### src/rtl/log_dump_ctrl.sv
// Reader side of the sample log: waits for the logger to report full, reads every word in order
// and streams it out over valid/ready. Optional trailing checksum word under LOG_DUMP_CSUM_EN.
module log_dump_ctrl #(
  parameter int unsigned BRAM_ADDR_WIDTH = 15,
  parameter int unsigned BRAM_DATA_WIDTH = 16,
  parameter int unsigned RD_LATENCY      = 1
) (
  input  logic                       clk,
  input  logic                       i_rst_n,
  input  logic                       i_start,
  input  logic                       i_abort,
  input  logic                       i_mem_full,
  output logic                       o_read_log,
  output logic [BRAM_ADDR_WIDTH-1:0] o_addr_log,
  input  logic [31:0]                i_data_log,
  output logic [BRAM_DATA_WIDTH-1:0] o_data,
  output logic                       o_valid,
  input  logic                       i_ready,
  output logic                       o_busy,
  output logic                       o_done,
  output logic                       o_error
);

  localparam logic [2:0] StIdle     = 3'd0;
  localparam logic [2:0] StWaitFull = 3'd1;
  localparam logic [2:0] StFetch    = 3'd2;
  localparam logic [2:0] StLat      = 3'd3;
  localparam logic [2:0] StSend     = 3'd4;
  localparam logic [2:0] StDone     = 3'd5;
  localparam logic [2:0] StCsum     = 3'd6;

  localparam logic [BRAM_ADDR_WIDTH-1:0] LastAddr = {BRAM_ADDR_WIDTH{1'b1}};

  logic [2:0]                 state_q, state_d;
  logic [BRAM_ADDR_WIDTH-1:0] addr_q, addr_d;
  logic [2:0]                 lat_q, lat_d;
  logic [BRAM_DATA_WIDTH-1:0] data_q, data_d;
  logic                       err_q, err_d;
  logic                       reading;
`ifdef LOG_DUMP_CSUM_EN
  logic [BRAM_DATA_WIDTH-1:0] sum_q, sum_d;
`endif

  // Only the low sample bits of the logger bus carry data.
  logic unused_data_hi;
  assign unused_data_hi = ^i_data_log[31:BRAM_DATA_WIDTH];

  // States in which the logger must stay valid (full) for the dump to be trustworthy.
  always_comb begin
    reading = (state_q == StFetch) || (state_q == StLat) || (state_q == StSend);
`ifdef LOG_DUMP_CSUM_EN
    reading = reading || (state_q == StCsum);
`endif
  end

  always_comb begin
    state_d = state_q;
    addr_d  = addr_q;
    lat_d   = lat_q;
    data_d  = data_q;
    err_d   = err_q;
`ifdef LOG_DUMP_CSUM_EN
    sum_d   = sum_q;
`endif

    unique case (state_q)
      StIdle: begin
        if (i_start) begin
          state_d = StWaitFull;
          err_d   = 1'b0;
          addr_d  = '0;
`ifdef LOG_DUMP_CSUM_EN
          sum_d   = '0;
`endif
        end
      end
      StWaitFull: begin
        if (i_mem_full) begin
          state_d = StFetch;
          addr_d  = '0;
        end
      end
      StFetch: begin
        lat_d   = 3'(RD_LATENCY);
        state_d = StLat;
      end
      StLat: begin
        lat_d = lat_q - 3'd1;
        if (lat_q == 3'd1) begin
          data_d  = i_data_log[BRAM_DATA_WIDTH-1:0];
          state_d = StSend;
        end
      end
      StSend: begin
        if (i_ready) begin
`ifdef LOG_DUMP_CSUM_EN
          sum_d = sum_q + data_q;
`endif
          if (addr_q == LastAddr) begin
`ifdef LOG_DUMP_CSUM_EN
            data_d  = sum_d;
            state_d = StCsum;
`else
            state_d = StDone;
`endif
          end else begin
            addr_d  = addr_q + 1'b1;
            state_d = StFetch;
          end
        end
      end
`ifdef LOG_DUMP_CSUM_EN
      StCsum: begin
        if (i_ready) state_d = StDone;
      end
`endif
      StDone: begin
        state_d = StIdle;
        addr_d  = '0;
      end
      default: state_d = StIdle;
    endcase

    // Writer re-armed under us: the rest of the log is no longer the captured one.
    if (reading && !i_mem_full) begin
      state_d = StIdle;
      addr_d  = '0;
      err_d   = 1'b1;
    end

    if ((state_q != StIdle) && i_abort) begin
      state_d = StIdle;
      addr_d  = '0;
    end
  end

  always_ff @(posedge clk or negedge i_rst_n) begin
    if (!i_rst_n) begin
      state_q <= StIdle;
      addr_q  <= '0;
      lat_q   <= '0;
      data_q  <= '0;
      err_q   <= 1'b0;
`ifdef LOG_DUMP_CSUM_EN
      sum_q   <= '0;
`endif
    end else begin
      state_q <= state_d;
      addr_q  <= addr_d;
      lat_q   <= lat_d;
      data_q  <= data_d;
      err_q   <= err_d;
`ifdef LOG_DUMP_CSUM_EN
      sum_q   <= sum_d;
`endif
    end
  end

  always_comb begin
    o_read_log = (state_q == StFetch) || (state_q == StLat) || (state_q == StSend);
    o_valid    = (state_q == StSend);
`ifdef LOG_DUMP_CSUM_EN
    o_valid    = o_valid || (state_q == StCsum);
`endif
    o_busy     = (state_q != StIdle);
    o_done     = (state_q == StDone);
    o_addr_log = addr_q;
    o_data     = data_q;
    o_error    = err_q;
  end

endmodule
### config.mk
export PLATFORM = sky130hd
export DESIGN_NAME = log_dump_ctrl
export DESIGN_NICKNAME = d
export VERILOG_FILES = /design/src/rtl/log_dump_ctrl.sv
export SDC_FILE = /design/constraint.sdc
export NUM_CORES = 1
export LEC_CHECK = 0
export CAP_MARGIN = 20
export CELL_PAD_IN_SITES_DETAIL_PLACEMENT = 1
export CELL_PAD_IN_SITES_GLOBAL_PLACEMENT = 2
export CORE_MARGIN = 2
export CORE_UTILIZATION = 27
export CTS_BUF_LIST = sky130_fd_sc_hd__clkbuf_16
export DETAILED_ROUTE_END_ITERATION = 10
export PLACE_DENSITY = 0.89
export SETUP_SLACK_MARGIN = 0.3
export SYNTH_ARGS = -nofsm -noshare
export SYNTH_HDL_FRONTEND = slang
export SYNTH_SLANG_ARGS = --single-unit
### constraint.sdc
create_clock -name clk -period 1.9 [get_ports clk]
set_input_delay 0.57 -clock clk [delete_from_list [all_inputs] [get_ports clk]]
set_output_delay 0.57 -clock clk [all_outputs]
set_load 0.1 [all_outputs]
; After elaboration in Yosys (flattened, before gate mapping)
; Cells that the tools add are included.
; W data, S select, Z words.
[op_classes]
add_sub_neg = 2
n_eq_ne = 12
mux = 19
n_reduce_logical = 15
[op_table]
columns = cell, n
row1 = $mux W15, 6
row2 = $pmux W15 S4, 1
row3 = $mux W3, 7
row4 = $add A15 B1 Y15 const B, 1
row5 = $eq A15 B15 Y1 const B, 1
row6 = $pmux W3 S5, 1
row7 = $ne A4 B1 Y1 const B, 2
row8 = $ne A4 B4 Y1 const B, 2
row9 = $eq A3 B1 Y1 const B, 2
row10 = $eq A3 B2 Y1 const B, 2
row11 = $eq A3 B3 Y1 const B, 2
row12 = $pmux W3 S2, 1
row13 = $reduce_bool A2 Y1, 3
row14 = $reduce_bool A6 Y1, 1
row15 = $reduce_and A5 Y1, 1
row16 = $ne A4 B2 Y1 const B, 1
row17 = $reduce_and A2 Y1, 2
row18 = $reduce_and A4 Y1, 1
row19 = $logic_not A3 Y1, 1
row20 = $mux W1, 3
row21 = $reduce_bool A3 Y1, 1
row22 = $sub A3 B1 Y3 const B, 1
row23 = $logic_and A1 B1 Y1, 2
row24 = $logic_or A1 B1 Y1, 2
row25 = $logic_not A1 Y1, 1
[totals]
reg_bits = 38
output_inout_bits = 36
wordCells = 53

; Longest topological paths before layout
; Gate-level depths: netlist of the first run.
[logic_depth]
depth_word = 6
depth_mapped = 8
mapped_depth_nobuf = 7

; Worst setup path after synthesis of the first run
; No wires, ideal clock.
[synth_path]
kind = reg-to-output
from = register state_q[1]
to = output port o_done
arrival_time_ns = 2.644
required_ns = 1.330
slack_ns = -1.314
stages_incl_launch_ff = 3
path_cell_list = dfrtp_1 -> buf_2 -> nor3_1
[synth_via]
elab_chain_len = 1
[synth_lines]
columns = item, line
row1 = start: declaration, 34  ; logic [2:0] state_q, state_d;
row2 = start signal: assignment, 139  ; state_q <= StIdle;
row3 = start signal: assignment, 148  ; state_q <= state_d;
row4 = $eq A3 B3 Y1, 166  ; o_done = (state_q == StDone);
row5 = end: declaration, 20  ; output logic o_done,
; Every way passes these cells.

; Worst setup path in the final report of the first run
[layout_path]
from = register state_q[0]
to = output port o_valid
[layout_via]
elab_chain_len = 1
[layout_lines]
columns = item, line
row1 = $eq A3 B3 Y1, 161  ; o_valid = (state_q == StSend);
row2 = end: declaration, 17  ; output logic o_valid,
; Every way passes these cells.

==> results of run 1 <==
-- per-stage QoR --
step	hold WS, ns	worst slack, ns	instance area [µm²]	power, mW	TNS (ns)
2_1_floorplan	0.2744	0.03765	2230	3.234	0
3_3_place_gp	0.4635	-0.3611	3383	4.428	-4.932
3_5_place_dp	0.5299	-0.4063	3383	4.518	-5.849
4_1_cts	0.2587	-0.09348	4056	6.032	-0.2965
5_1_grt	0.2712	-0.1337	4194	6.466	-0.8914
6_report	0.2550	-0.1065	4194	6.257	-0.5292
-- state kept, by name, summed over array words and instances (netlist names) --
register / cells
o_addr_log: 15
lat_q: 3
state_q: 3
o_data: 16
o_error: 1
-- per-layer routing --
metal	track usage	part of all wire	vias to the layer above
met2	0.3548	0.54	67
li1	-	-	968
met1	0.2257	0.38	1074
met4	0.06095	0.025	0
met5	0	0	-
met3	0.05423	0.052	17
-- cell usage after synthesis (4+ instances only) --
cell type,instances
mux2_1,9
a31oi_1,4
nor2_1,8
o31ai_1,5
buf_2,7
nand2_1,16
nand3_1,9
dfrtp_1,38
a21oi_1,5
o21ai_1,7
a41oi_1,4
mux2_2,8
nand4_1,9
and3_1,8
inv_1,6
nor3_1,4
o21ai_0,7
o21a_1,4
o22a_1,4
-- area by class of cell --
class,instances,share of cell area
multi-input combinational,143,0.3255
sequential,38,0.2384
timing repair buffer,110,0.3637
inverter,8,0.009547
clock buffer,5,0.02983
clock inverter,3,0.002685
tap,102,0.03043
-- logic make-up after synthesis --
family                   after synthesis  share of synthesized area
AND/OR/NAND/NOR                       70                     0.1970
AO/OA/AOI/OAI                         51                     0.1760
flip-flops                            38                     0.4565
buffers and inverters                 20                    0.05105
multiplexers                          19                     0.1015
adder cells (fa/ha/maj)                3                    0.01802
-- worst max-delay path, cell delays in order (launching register included) --
cell and delay (ns):
dfrtp_1 0.43, or3_4 0.47, clkinv_4 0.08, buf_12 0.17
-- how the worst max path moves through the flow --
| stage | end | slack [ns] | cells past startpoint |
|---|---|---|---|
| 6_report | o_valid | -0.11 | 3 |
| 5_1_grt | o_valid | -0.13 | 3 |
| 4_1_cts | o_valid | -0.09 | 3 |
| 3_5_place_dp | o_addr_log[10] | -0.41 | 7 |
| 3_3_place_gp | o_addr_log[10] | -0.36 | 7 |
| 2_1_floorplan | o_done | 0.04 | 2 |
-- what timing repair did --
action                                 CTS  global route
setup endpoints to repair               39            40
hold buffers                             0             0
gates cloned                             4             0
buffers inserted                        19             6
endpoints found under the hold margin    0             0
gates resized for setup                 85            15
pin swaps                               29             8
-- power breakdown --
group          switching, mW  internal (mW)
clock network          0.339          0.473
registers              0.258           1.03
logic                   2.33           1.83
==> results.json, run 1 <==
{
  "multi_input_area_um2": 1365,
  "ys_seq_elements": 38,
  "layout_commonest_cell": "buf_12",
  "worst_ep_required_time_ns": 1.33,
  "synth_edf_count": 0,
  "p_leak_nw": 1.773,
  "violations": "negative setup slack",
  "dr.pass1.iters": 4,
  "syn_area_um2": 2083,
  "crit_path_start": "state_q[0]",
  "rsz0062_at_grt": "true",
  "fin_crit_sh": 1.056,
  "status": "complete, but fails checks",
  "cts_max_level": 2,
  "ys.flop_type": "dfrtp_1",
  "drive_above_1_share": 0.5635,
  "setup-violations-final": 10,
  "die-area_um2": 8435,
  "grt_pass1_wl_um": 12870,
  "io_buffers": 57,
  "grt_pass1_vias": 2377,
  "yosys.area.top_type_share": 0.4565,
  "cp_max_fo": 3,
  "slew_viol_final": 0,
  "period_needed_ns": 2.006,
  "path_clk_slew_ns": 0.06,
  "netlist_instances": 201,
  "r2r_cells": 8,
  "post-place-cells": 372,
  "fmax_mhz": 498.4,
  "seqCellArea_um2": 999.7,
  "r2r-start": "state_q[1]",
  "final_cells": 409,
  "worst_slew_pin_slew_ns": 0.3955,
  "syn-num-nets": 242,
  "start_util": 0.2738,
  "grt_max_degree": 39,
  "clock-root-buffer": "clkbuf_16",
  "hold_viol": 0,
  "synth_cell_type_count": 44,
  "grt.total_usage": 0.1968,
  "ys_seq_area_frac": 0.4565,
  "startpoint_type": "register",
  "fill_cells": 778,
  "via_per_inst": 5.198,
  "area_growth_syn_to_layout_pct": 101.3,
  "regToRegSetupSlack_ns": -0.04,
  "gp_congestion": 0.7419,
  "final_antenna_net_count": 0,
  "cp.arrival_ns": 1.44,
  "reg2reg_to": "o_addr_log[10]",
  "via_count": 2126,
  "numCtsBuffers": 5,
  "rows": 32,
  "peakVddDrop_v": 0.001124,
  "post_drt_wl_per_cell_um": 19.98,
  "cap_viol_max_count": 0,
  "clock-sinks": 38,
  "synthArstFlopShare": 1.000,
  "synth_area_leader_cell": "dfrtp_1",
  "die_w_um": 91.84,
  "finalNetCount": 347,
  "clock_latency_ns": 0.28,
  "overflow": 0,
  "skew_ns": 0.007303,
  "die_h_um": 91.84,
  "antenna_found_initial": 0,
  "synth.area.top_cells": "dfrtp_1, mux2_1, mux2_2",
  "end_kind": "output port",
  "core_um2": 7607,
  "ys_warn_count": 0,
  "wirelength_um": 8171,
  "power_density_nw_per_um2": 1492,
  "final_util": 0.5513,
  "diodes": 0,
  "layout_common_cells": "buf_12, buf_4, dfrtp_1",
  "hpwlAfterDp_um": 4666,
  "finalWorstSetupSlack_ns": -0.1065,
  "drc_errors": 0,
  "syn_avg_cell_area_um2": 10.36,
  "first_iter_violations": 86,
  "path_class": "reg -> out",
  "slew_headroom": 0.7356,
  "cts_tree": "built",
  "io_pins": 74,
  "clockBufferDepth": 2,
  "hold_path_class": "in -> async"
}
No activity file was read; power rests on OpenSTA's default activity.
==> run 2, diff against run 1 <==
--- a/config.mk
+++ b/config.mk
@@ -5,7 +5,6 @@
 export SDC_FILE = /design/constraint.sdc
 export NUM_CORES = 1
 export LEC_CHECK = 0
-export CAP_MARGIN = 20
 export CELL_PAD_IN_SITES_DETAIL_PLACEMENT = 1
 export CELL_PAD_IN_SITES_GLOBAL_PLACEMENT = 2
 export CORE_MARGIN = 2
==> results of run 2 <==
The final DEF is identical to that of run 1; final timing and power are the same.
